## config.mk

```make
export PLATFORM = sky130hd
export DESIGN_NAME = mem_acc_stage_flat
export DESIGN_NICKNAME = d
export VERILOG_FILES = /design/src/rtl/mem_acc_stage_if.sv /design/src/rtl/mem_acc_stage.sv /design/src/flat_wrapper.sv
export SDC_FILE = /design/constraint.sdc
export NUM_CORES = 1
export LEC_CHECK = 0
export CAP_MARGIN = 20
export CORE_MARGIN = 1
export CORE_UTILIZATION = 45
export CTS_CLUSTER_DIAMETER = 60
export DETAILED_ROUTE_END_ITERATION = 12
export PLACE_DENSITY = 0.77
export SETUP_SLACK_MARGIN = 0.15
export SLEW_MARGIN = 20
export SYNTH_ARGS = -nofsm -noshare
export SYNTH_HDL_FRONTEND = slang
export SYNTH_SLANG_ARGS = --single-unit
```

## constraint.sdc

```tcl
create_clock -name clk -period 2.3 [get_ports clk]
set_input_delay 0.46 -clock clk [delete_from_list [all_inputs] [get_ports clk]]
set_output_delay 0.46 -clock clk [all_outputs]
set_load 0.02 [all_outputs]
```

## src/rtl/mem_acc_stage_if.sv

```systemverilog
// ---------------------------------------------------------------------------
// mem_acc_stage_if
// Data-memory request/acknowledge bus between the memory-access stage and
// the data memory.
//   dmemReq   : request, held until acknowledge or abort (master -> slave)
//   dmemWe    : write enable, valid while dmemReq=1      (master -> slave)
//   dmemAddr  : word-aligned byte address                (master -> slave)
//   dmemWdata : store data                               (master -> slave)
//   dmemRdata : load data, valid with dmemAck            (slave -> master)
//   dmemAck   : single-cycle acknowledge                 (slave -> master)
// ---------------------------------------------------------------------------
interface mem_acc_stage_if #(
   parameter int DATA_W = 32
);
   logic              dmemReq;
   logic              dmemWe;
   logic [DATA_W-1:0] dmemAddr;
   logic [DATA_W-1:0] dmemWdata;
   logic [DATA_W-1:0] dmemRdata;
   logic              dmemAck;

   modport master (
      output dmemReq,
      output dmemWe,
      output dmemAddr,
      output dmemWdata,
      input  dmemRdata,
      input  dmemAck
   );

   modport slave (
      input  dmemReq,
      input  dmemWe,
      input  dmemAddr,
      input  dmemWdata,
      output dmemRdata,
      output dmemAck
   );
endinterface

```

## src/rtl/mem_acc_stage.sv

```systemverilog
// ---------------------------------------------------------------------------
// mem_acc_stage
// Memory-access stage of the multicycle CPU. Latches the execute-stage
// results on memStart, runs at most one data-memory transaction on the
// dmem bus, captures load data into lmdOut and produces the next PC with a
// one-cycle pcWe strobe. Misaligned or read+write requests and bus
// timeouts end in a one-cycle memErr pulse instead.
// Ports:
//   clk, rstN                  : clock (rising edge), async active-low reset
//   memStart                   : one-cycle start pulse (ignored while busy)
//   memRead/memWrite           : load / store request
//   branchSig/condOut          : conditional branch and its condition
//   aluOOut/regBOut/npcOut     : address or target, store data, PC+4
//   dmem                       : data-memory bus (master side)
//   lmdOut                     : load memory data register
//   pcNext/pcWe                : next PC and its write strobe
//   memDone/memErr             : completion / fault pulses
//   busy                       : high whenever the stage is not idle
// ---------------------------------------------------------------------------
module mem_acc_stage #(
   parameter int TIMEOUT = 15,
   parameter int DATA_W  = 32
) (
   input  logic              clk,
   input  logic              rstN,
   input  logic              memStart,
   input  logic              memRead,
   input  logic              memWrite,
   input  logic              branchSig,
   input  logic              condOut,
   input  logic [DATA_W-1:0] aluOOut,
   input  logic [DATA_W-1:0] regBOut,
   input  logic [DATA_W-1:0] npcOut,
   mem_acc_stage_if.master   dmem,
   output logic [DATA_W-1:0] lmdOut,
   output logic [DATA_W-1:0] pcNext,
   output logic              pcWe,
   output logic              memDone,
   output logic              memErr,
   output logic              busy
);

   localparam logic [1:0] IDLE = 2'd0;
   localparam logic [1:0] REQ  = 2'd1;
   localparam logic [1:0] DONE = 2'd2;
   localparam logic [1:0] ERR  = 2'd3;

   // Counter compare value: the abort happens on the edge that would bring
   // the wait count up to TIMEOUT, so dmemReq is high exactly TIMEOUT cycles.
   localparam logic [7:0] TMO_LAST = 8'(TIMEOUT - 1);

   logic [1:0]        r_state;
   logic [7:0]        r_cnt;
   logic [DATA_W-1:0] r_alu;
   logic [DATA_W-1:0] r_npc;
   logic              r_read;
   logic              r_write;
   logic              r_branch;
   logic              r_cond;

   logic [1:0]        w_next;
   logic              w_start;
   logic              w_fault;
   logic [DATA_W-1:0] w_alu;
   logic [DATA_W-1:0] w_npc;
   logic              w_write;
   logic              w_taken;

   assign w_start = (r_state == IDLE) && memStart;
   assign w_fault = (memRead && memWrite) ||
                    ((memRead || memWrite) && (aluOOut[1:0] != 2'b00));

   // On the start edge the registered outputs must already reflect the new
   // operation, so the effective operands bypass the capture registers.
   assign w_alu   = w_start ? aluOOut  : r_alu;
   assign w_npc   = w_start ? npcOut   : r_npc;
   assign w_write = w_start ? memWrite : r_write;
   assign w_taken = w_start ? (branchSig && condOut) : (r_branch && r_cond);

   always_comb begin
      w_next = r_state;
      case (r_state)
         IDLE: begin
            if (memStart) begin
               if (w_fault)
                  w_next = ERR;
               else if (memRead || memWrite)
                  w_next = REQ;
               else
                  w_next = DONE;
            end
         end
         REQ: begin
            // An ack arriving on the final allowed cycle still completes.
            if (dmem.dmemAck)
               w_next = DONE;
            else if (r_cnt == TMO_LAST)
               w_next = ERR;
         end
         default: w_next = IDLE;
      endcase
   end

   always_ff @(posedge clk or negedge rstN) begin
      if (!rstN) begin
         r_state        <= IDLE;
         r_cnt          <= 8'd0;
         r_alu          <= '0;
         r_npc          <= '0;
         r_read         <= 1'b0;
         r_write        <= 1'b0;
         r_branch       <= 1'b0;
         r_cond         <= 1'b0;
         dmem.dmemReq   <= 1'b0;
         dmem.dmemWe    <= 1'b0;
         dmem.dmemAddr  <= '0;
         dmem.dmemWdata <= '0;
         lmdOut         <= '0;
         pcNext         <= '0;
         pcWe           <= 1'b0;
         memDone        <= 1'b0;
         memErr         <= 1'b0;
         busy           <= 1'b0;
      end else begin
         r_state      <= w_next;
         busy         <= (w_next != IDLE);
         memDone      <= (w_next == DONE);
         pcWe         <= (w_next == DONE);
         memErr       <= (w_next == ERR);
         dmem.dmemReq <= (w_next == REQ);
         dmem.dmemWe  <= (w_next == REQ) && w_write;

         if (w_start) begin
            r_alu    <= aluOOut;
            r_npc    <= npcOut;
            r_read   <= memRead;
            r_write  <= memWrite;
            r_branch <= branchSig;
            r_cond   <= condOut;
            r_cnt    <= 8'd0;
            if (w_next == REQ) begin
               dmem.dmemAddr  <= aluOOut;
               dmem.dmemWdata <= memWrite ? regBOut : '0;
            end
         end

         if ((r_state == REQ) && !dmem.dmemAck)
            r_cnt <= r_cnt + 8'd1;

         if ((r_state == REQ) && dmem.dmemAck && r_read)
            lmdOut <= dmem.dmemRdata;

         if (w_next == DONE)
            pcNext <= w_taken ? w_alu : w_npc;
      end
   end

endmodule

```

## src/flat_wrapper.sv

```systemverilog
// flat-port wrapper written by rule: the top's interface ports become plain ports
module mem_acc_stage_flat 
#(
   parameter int TIMEOUT = 15,
   parameter int DATA_W  = 32
)
  (clk, rstN, memStart, memRead, memWrite, branchSig, condOut, aluOOut, regBOut, npcOut, lmdOut, pcNext, pcWe, memDone, memErr, busy, dmem_dmemReq, dmem_dmemWe, dmem_dmemAddr, dmem_dmemWdata, dmem_dmemRdata, dmem_dmemAck);
  mem_acc_stage_if #(.DATA_W(DATA_W)) dmem_i ();
  input  logic clk;
  input  logic rstN;
  input  logic memStart;
  input  logic memRead;
  input  logic memWrite;
  input  logic branchSig;
  input  logic condOut;
  input  logic [DATA_W-1:0] aluOOut;
  input  logic [DATA_W-1:0] regBOut;
  input  logic [DATA_W-1:0] npcOut;
  output logic [DATA_W-1:0] lmdOut;
  output logic [DATA_W-1:0] pcNext;
  output logic pcWe;
  output logic memDone;
  output logic memErr;
  output logic busy;
  output wire logic [$bits(dmem_i.dmemReq)-1:0] dmem_dmemReq;
  output wire logic [$bits(dmem_i.dmemWe)-1:0] dmem_dmemWe;
  output wire logic [$bits(dmem_i.dmemAddr)-1:0] dmem_dmemAddr;
  output wire logic [$bits(dmem_i.dmemWdata)-1:0] dmem_dmemWdata;
  input wire logic [$bits(dmem_i.dmemRdata)-1:0] dmem_dmemRdata;
  input wire logic [$bits(dmem_i.dmemAck)-1:0] dmem_dmemAck;
  assign dmem_dmemReq = dmem_i.dmemReq;
  assign dmem_dmemWe = dmem_i.dmemWe;
  assign dmem_dmemAddr = dmem_i.dmemAddr;
  assign dmem_dmemWdata = dmem_i.dmemWdata;
  assign dmem_i.dmemRdata = dmem_dmemRdata;
  assign dmem_i.dmemAck = dmem_dmemAck;
  mem_acc_stage #(.TIMEOUT(TIMEOUT), .DATA_W(DATA_W)) u_core (.clk(clk), .rstN(rstN), .memStart(memStart), .memRead(memRead), .memWrite(memWrite), .branchSig(branchSig), .condOut(condOut), .aluOOut(aluOOut), .regBOut(regBOut), .npcOut(npcOut), .dmem(dmem_i), .lmdOut(lmdOut), .pcNext(pcNext), .pcWe(pcWe), .memDone(memDone), .memErr(memErr), .busy(busy));
endmodule
```

### Yosys cells after proc, flatten, opt, wreduce, memory -nomap -nowiden

Cells that the tools add are included.

| word-level totals | value |
|---|---|
| register bits | 211 |
| output and inout port bits | 134 |
| logic and storage cells | 54 |

| cells by class | value |
|---|---|
| add/subtract/negate cells | 1 |
| eq/ne operators | 5 |
| muxes and demuxes | 14 |
| reductions and logical operators | 17 |

Operator list:

| kind | number |
|---|---|
| 32-bit 2-to-1 mux | 4 |
| 8-bit 2-to-1 mux | 2 |
| 2-bit 2-to-1 mux | 5 |
| 1-bit logical AND | 9 |
| 8-bit by 1-bit adder with 8-bit output (second input constant) | 1 |
| 8-bit by 4-bit == test with 1-bit output (second input constant) | 1 |
| 2-bit nonzero test | 3 |
| 2-bit by 1-bit == test with 1-bit output (second input constant) | 2 |
| 2-bit == test (second input constant) | 2 |
| 2-bit case mux with 2 select lines | 1 |
| 2-bit zero test | 1 |
| 1-bit logical OR | 2 |
| 1-bit 2-to-1 mux | 2 |
| 2-bit AND reduction | 1 |
| 1-bit zero test | 1 |

### Logic depth before layout (Yosys ltp)

Gate-level depths: netlist (run 1).

| depth | value |
|---|---|
| depth after elaboration | 8 |
| gate-level depth with buffers | 8 |

### Least setup slack after synthesis (run 1)

Ideal clock, no wire load.

| timing | value |
|---|---|
| path kind | flip-flop to flip-flop |
| start | reg u_core.r_state[0] |
| end | reg u_core.dmem.dmemAddr[10] |
| setup time | 125 ps |
| arrival | 1929 ps |
| setup slack | 246 ps |
| stages on the path, launching flop included | 7 |
| path buffers | 3 |
| cell sequence | dfrtp_1 buf_6 or3b_1 or4_1 buf_2 buf_6 mux2_4 |

| on the way | value |
|---|---|
| cells in the longest elaborated chain, start to end | 5 |
| elaborated cells on any way between the ends | 9 |
| those cells by class | eq/ne: 2; mux: 4; reduce/logical: 3 |

Ends and longest elaborated chain:

| what | RTL line | RTL |
|---|---|---|
| start, declared | mem_acc_stage.sv:52 | `logic [1:0] r_state;` |
| start signal, assigned | mem_acc_stage.sv:125 | `r_state <= w_next;` |
| 2-bit 2-to-1 mux | mem_acc_stage.sv:97 | `else if (r_cnt == TMO_LAST)` |
| 2-bit 2-to-1 mux | mem_acc_stage.sv:95 | `if (dmem.dmemAck)` |
| 2-bit case mux with 2 select lines | mem_acc_stage.sv:82 | `case (r_state)` |
| 2-bit by 1-bit == test with 1-bit output | mem_acc_stage.sv:141 | `if (w_next == REQ) begin` |
| 2-bit AND reduction (no line) * | n/a |  |
| end signal, assigned | mem_acc_stage.sv:142 | `dmem.dmemAddr <= aluOOut;` |
| end, declared | mem_acc_stage_if.sv:25 | `output dmemAddr,` |

Every way passes the cells marked *; elsewhere a longest branch is shown, timed or not.
A chain may end at the register's enable or synchronous reset.

### Worst setup path in the final report (run 1)

| timing | value |
|---|---|
| start | reg u_core.r_state[1] |
| end | reg u_core.dmem.dmemAddr[10] |

Same word-level chain as after synthesis.

==> flow_summary.toml, run 1 <==
[status]
outcome = "finished, final reports clean"

[setup_path]
start_kind = "register"
worst-setup-path-type = "reg2reg"
rr_startpoint = "u_core.r_state[1]"
cp-startpoint = "u_core.r_state[1]"
cp_cell_sequence = "or3b_4, or4_4, buf_4, mux2_4"
crit_path_end_kind = "register"
crit_slowest_cell = "or4_4"
slowest_delay_ns = 0.51
crit_required_ns = 2.66
crit_arrival_ns = 2.46
crit_fanout = 14

[synthesis]
ys_top_cells_by_count = "281 x nand2_1, 211 x dfrtp_1, 130 x nand3_1, 64 x mux2_2, 48 x clkbuf_1"
synthMuxAreaShare_pct = 13.2
synthSimpleGateAreaFrac_pct = 22.4
ys_warn_count = 0
async_reset_ff_share_pct = 100
synth_area_leader_cell = "dfrtp_1"
synthAdderAreaFrac_pct = 0.272
synth-main-ff-cell = "dfrtp_1"
synth_edf_count = 0
post-synth-top-count-cell = "nand2_1"
synthCells = 893
yosys-top-cells-area = "dfrtp_1 57%, nand2_1 11%, mux2_2 7.8%"
netlist_area_mm2 = 0.00919
yosys.area_share.xor_xnor_pct = 0.0953
synth_nets = 1031
yosysSeqAreaShare_pct = 57.4
yosys.cell_types.count = 34
synth-seq-cells = 211
synth_top_family_by_area = "simple AND/OR/NAND/NOR gates"
syn_area_per_cell_um2 = 10.3
synth_compound_area_share_pct = 2.91
synth_top_area_share_pct = 57.4

[cells_and_area]
fin_nets = 1287
drive_gt1_share_pct = 14.8
area_growth_pct = 42.0

[placed_design]
gp_congestion = 0.846
dp_hpwl_mm = 15.5
portBuffers = 269

[pwr]
netSwitchingFraction_pct = 34.9
p_clk_share_pct = 21.0
powerDensity_mw_per_mm2 = 1360
p_switching_w = 0.00622
p_leak_nw = 5.98
p_int_w = 0.0116
ir_worst_vdd_uv = 820
comb_power_share_pct = 43.3
p_seq_share_pct = 35.7

[routing]
drt_iter0_markers = 390
drt_wl_total_mm = 23.2
met1Wirelength_mm = 10.0
wire_per_inst_um = 16.2
drt-vias-per-instance = 5.14
drt-pass1-iter-count = 4
maxUsedRoutingLayer = "met4"
drc = 0
num_vias = 7345
ant_nets = 0
dr_wl_met3_mm = 1.70
dr_wl_met2_mm = 11.2

[timing]
rsz0062_at_grt = "false"
finalSetupViolations = 0
fmax_mhz = 478
final.setup.tns_ns = 0
whs_ns = 0.472
max_slew_margin_pct = 57.1
tightest_slew_ns = 0.643
final.setup_skew_ns = 0.0169
slew_viol_final = 0
post-route-min-period_ns = 2.09
period_share_pct = 91.0
final_hold_viol_count = 0

[cts]
postCtsSetupBuffers = 0
clk_pin_slew_ns = 0.06
cts-root-buf = "clkbuf_16"
clock-sinks = 211
cts_buffers = 22
tritoncts = "built"
clock_latency_ns = 0.49
cts_max_level = 1
clockBufferDepth = 3

[floorplanning]
rows = 51
die_w_um = 145
pin_count = 270
die_h_um = 145
core_area_mm2 = 0.0197
dieArea_mm2 = 0.0210
start_util_pct = 46.6

[min_path]
hold_path_startpoint = "u_core.r_alu[22]"
min_path_type = "reg2reg"

[job]
maxCapViolations = 0

[grt]
antenna_found_initial = 1
grt_pass1_wl_mm = 38.0
grt_max_degree = 95
grt_overflow = 0
grt_util_all_layers_pct = 22.2
grt_pass1_vias = 7146
## stage by stage
stage | total power [W] | worst slack [ns] | util (%) | area (µm²) | std cells
final | 0.0178 | 0.207 | 66.2 | 13100 | 1430
after global routing | 0.0189 | 0.182 | 66.2 | 13000 | 1429
after CTS | 0.0180 | 0.224 | 66.2 | 13000 | 1429
after detailed placement | 0.0142 | -0.249 | 62.2 | 12300 | 1389
after global placement | 0.0140 | -0.211 | 62.2 | 12300 | 1389
after floorplan | 0.0106 | 0.246 | - | 9190 | 893
## per-layer routing
layer	vias up	global-route usage, %
met4	0	4.63
met2	245	37.4
li1	3535	-
met3	22	4.91
met5	-	0
met1	3543	29.2
## layout by cell type, fill, tap and decap left out, drive strengths merged, types with 2 or more instances in the layout
cell type	instances
and2	4
and3	2
and4	2
buf	30
bufinv	3
clkbuf	34
clkdlybuf4s50	268
clkinv	3
dfrtp	211
ha	2
inv	3
mux2	94
mux2i	4
nand2	281
nand3	130
nand4	33
nor2	4
nor3b	2
o211ai	2
o21ai	39
o31ai	2
or3b	2
## critical path: cells and delay by family, from the launching register on
family | cells | cell delay, ns
buffers and inverters | 1 | 0.25
DFF | 1 | 0.46
muxes | 1 | 0.33
and+or+nand+nor | 2 | 0.92
## sequential cells by signal, summed over array words and instances (netlist names)
register / count
u_core.pcWe: 1
u_core.r_npc: 32
u_core.r_alu: 32
u_core.busy: 1
u_core.dmem.dmemAddr: 32
u_core.r_branch: 1
u_core.memErr: 1
u_core.pcNext: 32
u_core.lmdOut: 32
u_core.r_cond: 1
u_core.dmem.dmemReq: 1
u_core.dmem.dmemWdata: 32
u_core.r_write: 1
u_core.r_cnt: 8
u_core.r_state: 2
u_core.r_read: 1
u_core.dmem.dmemWe: 1
## cells by family (layout without fill, tap and decap cells)
| kind of cell | count (synthesis) | after routing |
|---|---|---|
| fa+ha+maj | 2 | 2 |
| simple gates | 466 | 466 |
| mux | 98 | 98 |
| buf+inv | 71 | 342 |
| flops | 211 | 211 |
| xor+xnor | 1 | 1 |
| compound gates | 44 | 44 |
| other cells | 0 | 1 |
## power groups by stage
stage               combinational (W)  sequential [W]  clock, W
global placement              0.00761         0.00635         0
detailed placement            0.00777         0.00639         0
floorplan                     0.00303         0.00761         0
CTS                           0.00779         0.00637   0.00382
global route                  0.00830         0.00659   0.00398
finish                        0.00770         0.00636   0.00374
## repair_timing
item / 4_1_cts / 5_1_grt
resized for setup: 0 / 0
endpoints found under the hold margin: 45 / 0
hold buffers: 1 / 0
## cell type report
cell class	count	area (µm²)
Antenna cell	1	2.50
Clock buffer	33	663
Clock inverter	6	105
Fill cell	1511	6670
Inverter	3	11.3
Multi-Input combinational cell	611	3590
Sequential cell	211	5280
Tap cell	265	332
Timing Repair Buffer	300	3070
## path summary, 6_finish.rpt
check	cells past startpoint	slack, ns	endpoint
worst max-delay path	4	0.21	u_core.dmem.dmemAddr[10]
worst min-delay path	2	0.47	u_core.r_alu[22]
min in group asynchronous	2	0.49	u_core.pcNext[15]
worst min register to register	2	0.47	u_core.r_alu[22]
max in group asynchronous	3	1.13	u_core.dmem.dmemAddr[6]
worst max register to register	4	0.21	u_core.dmem.dmemAddr[10]
No activity file was read; power rests on OpenSTA's default activity.
==> run 2: changes to the inputs <==
--- a/config.mk
+++ b/config.mk
@@ -5,12 +5,13 @@
 export SDC_FILE = /design/constraint.sdc
 export NUM_CORES = 1
 export LEC_CHECK = 0
+export ABC_AREA = 1
 export CAP_MARGIN = 20
 export CORE_MARGIN = 1
 export CORE_UTILIZATION = 45
 export CTS_CLUSTER_DIAMETER = 60
 export DETAILED_ROUTE_END_ITERATION = 12
-export PLACE_DENSITY = 0.77
+export PLACE_DENSITY = 0.78
 export SETUP_SLACK_MARGIN = 0.15
 export SLEW_MARGIN = 20
 export SYNTH_ARGS = -nofsm -noshare
==> run 2 against run 1 <==
Compared with the run above: sequential power down 3.6%; hold slack lost 0.0028 ns; synthesized cell count up 5.4%; cell count grew 2.2%; clock skew shrank 0.011 ns; non-clock buffer count shrank 2; die area shrank 6.1%; cell area down 4.8%; setup slack improved by 0.11 ns; critical path type is now reg2out; largest power group unchanged.
==> flow_summary.toml, run 2 <==
[cells_and_area]
area_growth_pct = 44.1
layout_commonest_cell = "nand2_1"
final_cell_mix = "423 x nand2_1, 268 x clkdlybuf4s50_1, 211 x dfrtp_1, 52 x inv_1, 51 x o21ai_0"
drive_gt1_share_pct = 8.56
fin_nets = 1351
n_fill_cell = 1496
multi_input_area_mm2 = 0.00285
diodes = 0
regArea_mm2 = 0.00528

[routing]
drt_wl_total_mm = 22.1
drt-vias-per-instance = 4.94
drt-pass1-iter-count = 5
num_vias = 7212
drc = 0
drt_iter0_markers = 425
wire_per_inst_um = 15.2
ant_nets = 0

[synthesis]
synth_top_area_share_pct = 61.2
yosys-top-cells-area = "dfrtp_1 61%, nand2_1 18%, mux2_2 4.2%"
synthCells = 941
synth_edf_count = 0
netlist_area_mm2 = 0.00862
synth-seq-cells = 211
yosys.cell_types.count = 29
synth_area_leader_cell = "dfrtp_1"
ys_warn_count = 0
yosys.area_share.xor_xnor_pct = 0.102
post-synth-top-count-cell = "nand2_1"
async_reset_ff_share_pct = 100
ys_top_cells_by_count = "423 x nand2_1, 211 x dfrtp_1, 52 x inv_1, 51 x o21ai_0, 46 x o21ai_1"
synth_compound_area_share_pct = 6.28
synth_nets = 1079
synth-main-ff-cell = "dfrtp_1"
synthSimpleGateAreaFrac_pct = 22.2
synthAdderAreaFrac_pct = 0.290
synthMuxAreaShare_pct = 4.18
syn_area_per_cell_um2 = 9.16
yosysSeqAreaShare_pct = 61.2
synth_top_family_by_area = "simple AND/OR/NAND/NOR gates"

[cts]
cts_max_level = 1
clock-sinks = 211
cts-root-buf = "clkbuf_16"
clockBufferDepth = 3
clock_latency_ns = 0.49
cts_buffers = 23
tritoncts = "built"
clk_pin_slew_ns = 0.06

[setup_path]
r2r_cells = 7
critPathTopFamily = "buffers and inverters"
slowest_delay_ns = 0.68
cp_cell_sequence = "clkdlybuf4s50_1"
worst-setup-path-type = "reg2out"
crit_fanout = 2
critPathBufInv = 1
crit_path_end_kind = "output port"
cp_num_cells = 1
crit_arrival_ns = 1.52
crit_required_ns = 1.84
start_kind = "register"
crit_slowest_cell = "clkdlybuf4s50_1"

[floorplanning]
dieArea_mm2 = 0.0197
core_area_mm2 = 0.0188
pin_count = 270
die_h_um = 140
die_w_um = 140
start_util_pct = 45.9
rows = 50

[grt]
grt_pass1_wl_mm = 36.5
grt_pass1_vias = 7234
grt_max_degree = 69
grt_overflow = 0
antenna_found_initial = 0
grt_util_all_layers_pct = 23.2

[timing]
final.setup_skew_ns = 0.00539
rsz0062_at_grt = "false"
fmax_mhz = 505
fin_ws_ns = 0.318
finalSetupViolations = 0
max_slew_margin_pct = 69.0
final_hold_viol_count = 0
tightest_slew_ns = 0.465
period_share_pct = 86.2
post-route-min-period_ns = 1.98
final.setup.tns_ns = 0
slew_viol_final = 0

[min_path]
hold_depth = 2
min_path_type = "reg2reg"

[placed_design]
dp_slack_ns = 0.0590
gp_congestion = 0.798
portBuffers = 269
dp_hpwl_mm = 15.4

[pwr]
powerDensity_mw_per_mm2 = 1410
finalPower_w = 0.0175
ir_worst_vdd_uv = 699
p_leak_nw = 6.07

[job]
maxCapViolations = 0

[status]
outcome = "finished, final reports clean"
run 2: cell count changes in the layout (fill, tap and decap cells not counted), moves of 22 or more:
cell and delta:
nand2_1 +142, mux2_4 -30, inv_1 +49, mux2_2 -32
o21ai_1 +22, nand4_1 -33, o21ai_0 +44, nand3_1 -89
run 2: per-layer routing:
metal  GRT usage [%]  share of wire (%)  routed length (µm)  up-vias
met1            29.4                 42                9270     3403
li1                -                  -                   -     3505
met5               0                  0                   0        -
met3            5.09                6.8                1520       52
met2            38.8                 48               10600      252
met4            9.25                3.2                 714        0
run 2: layout make-up:
| class | instances | area share, % |
|---|---|---|
| clock inverter | 10 | 1.09 |
| inverter | 56 | 1.69 |
| tap | 234 | 2.36 |
| sequential | 211 | 42.5 |
| timing repair buffer | 298 | 24.5 |
| clock buffer | 29 | 4.89 |
| multi-input combinational | 623 | 23.0 |
run 2: timing repair:
action	in CTS	in global routing
resized for setup	0	0
hold buffers	1	0
endpoints found under the hold margin	56	0
setup buffers	0	0
run 2: power breakdown:
| part | total (W) | internal [W] | leakage, nW | switching [W] |
|---|---|---|---|---|
| Sequential | 0.00613 | 0.00537 | 2.66 | 0.000760 |
| Clock | 0.00362 | 0.00221 | 0.363 | 0.00141 |
| Combinational | 0.00772 | 0.00339 | 3.05 | 0.00433 |
| Total | 0.0175 | 0.0110 | 6.07 | 0.00651 |
run 2: cells by family (layout without fill, tap and decap cells):
| logic type | count (synthesis) | count (layout) |
|---|---|---|
| simple gates | 484 | 484 |
| flops | 211 | 211 |
| buf+inv | 107 | 393 |
| compound gates | 104 | 104 |
| mux | 32 | 32 |
| fa+ha+maj | 2 | 2 |
| xor+xnor | 1 | 1 |
run 2: worst paths after layout:
| path | startpoint | to | slack, ns |
|---|---|---|---|
| setup reg to reg | u_core.r_state[1] | u_core.dmem.dmemWdata[26] | 0.54 |
| min in group asynchronous | rstN | u_core.pcWe | 0.50 |
| hold / removal | u_core.dmem.dmemAddr[0] | u_core.dmem.dmemAddr[0] | 0.47 |
| setup / recovery | u_core.pcNext[2] | pcNext[2] | 0.32 |
| hold reg to reg | u_core.dmem.dmemAddr[0] | u_core.dmem.dmemAddr[0] | 0.47 |
| max in group asynchronous | rstN | u_core.dmem.dmemWdata[27] | 1.14 |
run 2: per-stage QoR:
stage / util [%] / hold WS [ns] / cell area (µm²) / cells
4_1_cts: 66.2 / 0.476 / 12400 / 1461
3_5_place_dp: 62.2 / 0.431 / 11700 / 1421
6_report: 66.2 / 0.470 / 12400 / 1461
2_1_floorplan: - / 0.164 / 8620 / 941
5_1_grt: 66.2 / 0.489 / 12400 / 1461
3_3_place_gp: 62.2 / 0.432 / 11700 / 1421
==> run 3: changes to the inputs <==
--- a/config.mk
+++ b/config.mk
@@ -7,12 +7,13 @@
 export LEC_CHECK = 0
 export ABC_AREA = 1
 export CAP_MARGIN = 20
-export CORE_MARGIN = 1
+export CORE_MARGIN = 3
 export CORE_UTILIZATION = 45
 export CTS_CLUSTER_DIAMETER = 60
 export DETAILED_ROUTE_END_ITERATION = 12
 export PLACE_DENSITY = 0.78
 export SETUP_SLACK_MARGIN = 0.15
+export SKIP_CTS_REPAIR_TIMING = 1
 export SLEW_MARGIN = 20
 export SYNTH_ARGS = -nofsm -noshare
 export SYNTH_HDL_FRONTEND = slang
==> run 3 against run 2 <==
Compared with the run above: critical path type unchanged; cell count decreased by 1.0%; wire length increased by 3.9%; sequential share of layout area increased by 0.36 points; first-iteration DRC count decreased by 25%; via count about the same; cell area decreased by 0.85%; combinational power about the same; setup slack improved by 0.0069 ns; flip-flop and latch count unchanged; register-to-register slack got worse by 0.16 ns; core utilization increased by 0.78 points; power decreased by 1.3%.
==> flow_summary.toml, run 3 (synthesis results as in run 2) <==
[cells_and_area]
layoutNonFillerInstCount = 1446
area_growth_pct = 42.9
layout_commonest_cell = "nand2_1"
fin_nets = 1343
drive_gt1_share_pct = 7.40
final_cell_mix = "423 x nand2_1, 268 x clkdlybuf4s50_1, 211 x dfrtp_1, 52 x inv_1, 51 x o21ai_0"
diodes = 0

[pwr]
ir_worst_vdd_uv = 701
powerDensity_mw_per_mm2 = 1400
p_leak_nw = 6.01

[routing]
drt-vias-per-instance = 4.99
drt_wl_total_mm = 23.0
num_vias = 7214
drt_iter0_markers = 317
drt-pass1-iter-count = 5
drc = 0
wire_per_inst_um = 15.9
ant_nets = 0

[cts]
clockBufferDepth = 3
clk_pin_slew_ns = 0.06
cts_max_level = 1
tritoncts = "built"
cts-root-buf = "clkbuf_16"
clock-sinks = 211
cts_buffers = 23
clock_latency_ns = 0.50

[timing]
period_share_pct = 85.9
max_slew_margin_pct = 65.9
fmax_mhz = 506
slew_viol_final = 0
rsz0062_at_grt = "false"
tightest_slew_ns = 0.511
whs_ns = 0.470
post-route-min-period_ns = 1.97
final.setup_skew_ns = 0.0113
final.setup.tns_ns = 0
finalSetupViolations = 0
final_hold_viol_count = 0

[grt]
grt_overflow = 0
grt_util_all_layers_pct = 21.5
grt_pass1_wl_mm = 36.1
antenna_found_initial = 0
grt_pass1_vias = 7153
grt_max_degree = 127

[floorplanning]
core_area_mm2 = 0.0184
die_w_um = 144
rows = 49
dieArea_mm2 = 0.0209
pin_count = 270
start_util_pct = 46.9
die_h_um = 144

[status]
outcome = "finished, final reports clean"

[placed_design]
portBuffers = 269
gp_congestion = 0.802
dp_hpwl_mm = 15.6
dp.cells = 1408

[setup_path]
crit_required_ns = 1.84
worst-setup-path-type = "reg2out"
crit_path_end_kind = "output port"
critPathTopFamily = "buffers and inverters"
crit_arrival_ns = 1.51
critPathBufInv = 1
cp_cell_sequence = "clkdlybuf4s50_1"
start_kind = "register"
crit_fanout = 2
slowest_delay_ns = 0.63
crit_slowest_cell = "clkdlybuf4s50_1"

[min_path]
min_path_type = "reg2reg"

[job]
maxCapViolations = 0
[run 3: metal layers]
layer  track usage, %  wire length [µm]  part of all wire [%]
met1             27.8              9570                    42
met5                0                 0                     0
met4             6.19               539                   2.3
met3             4.43              1580                   6.9
met2             36.8             11300                    49
[run 3: worst paths after layout]
path | slack (ns) | depth (start not counted) | to | from
max | 0.33 | 1 | dmem_dmemAddr[8] | u_core.dmem.dmemAddr[8]
min | 0.47 | 2 | u_core.pcNext[21] | u_core.pcNext[21]
max reg2reg | 0.38 | 7 | u_core.dmem.dmemAddr[8] | u_core.r_state[1]
min reg2reg | 0.47 | 2 | u_core.pcNext[21] | u_core.pcNext[21]
max in group asynchronous | 1.13 | 3 | u_core.dmem.dmemAddr[12] | rstN
min in group asynchronous | 0.50 | 2 | u_core.pcWe | rstN
[run 3: layout make-up]
type	count	area (µm²)
multi-input combinational	623	2850
clock inverter	2	38.8
inverter	56	210
tap	229	287
timing repair buffer	290	3010
sequential	211	5280
clock buffer	35	641
fill	1421	6070
[run 3: stage by stage]
step | power [W] | worst slack, ns | util, % | instance area [µm²]
4_1_cts | 0.0174 | 0.297 | 66.9 | 12300
5_1_grt | 0.0184 | 0.250 | 67.0 | 12300
2_1_floorplan | 0.0104 | 0.653 | - | 8620
3_3_place_gp | 0.0137 | 0.121 | 63.2 | 11600
3_5_place_dp | 0.0139 | 0.0165 | 63.2 | 11600
6_report | 0.0172 | 0.325 | 67.0 | 12300
[run 3: where the power goes]
group	switching (W)	total, W	internal, W
Clock	0.00138	0.00340	0.00201
Combinational	0.00434	0.00773	0.00339
Sequential	0.000750	0.00612	0.00537
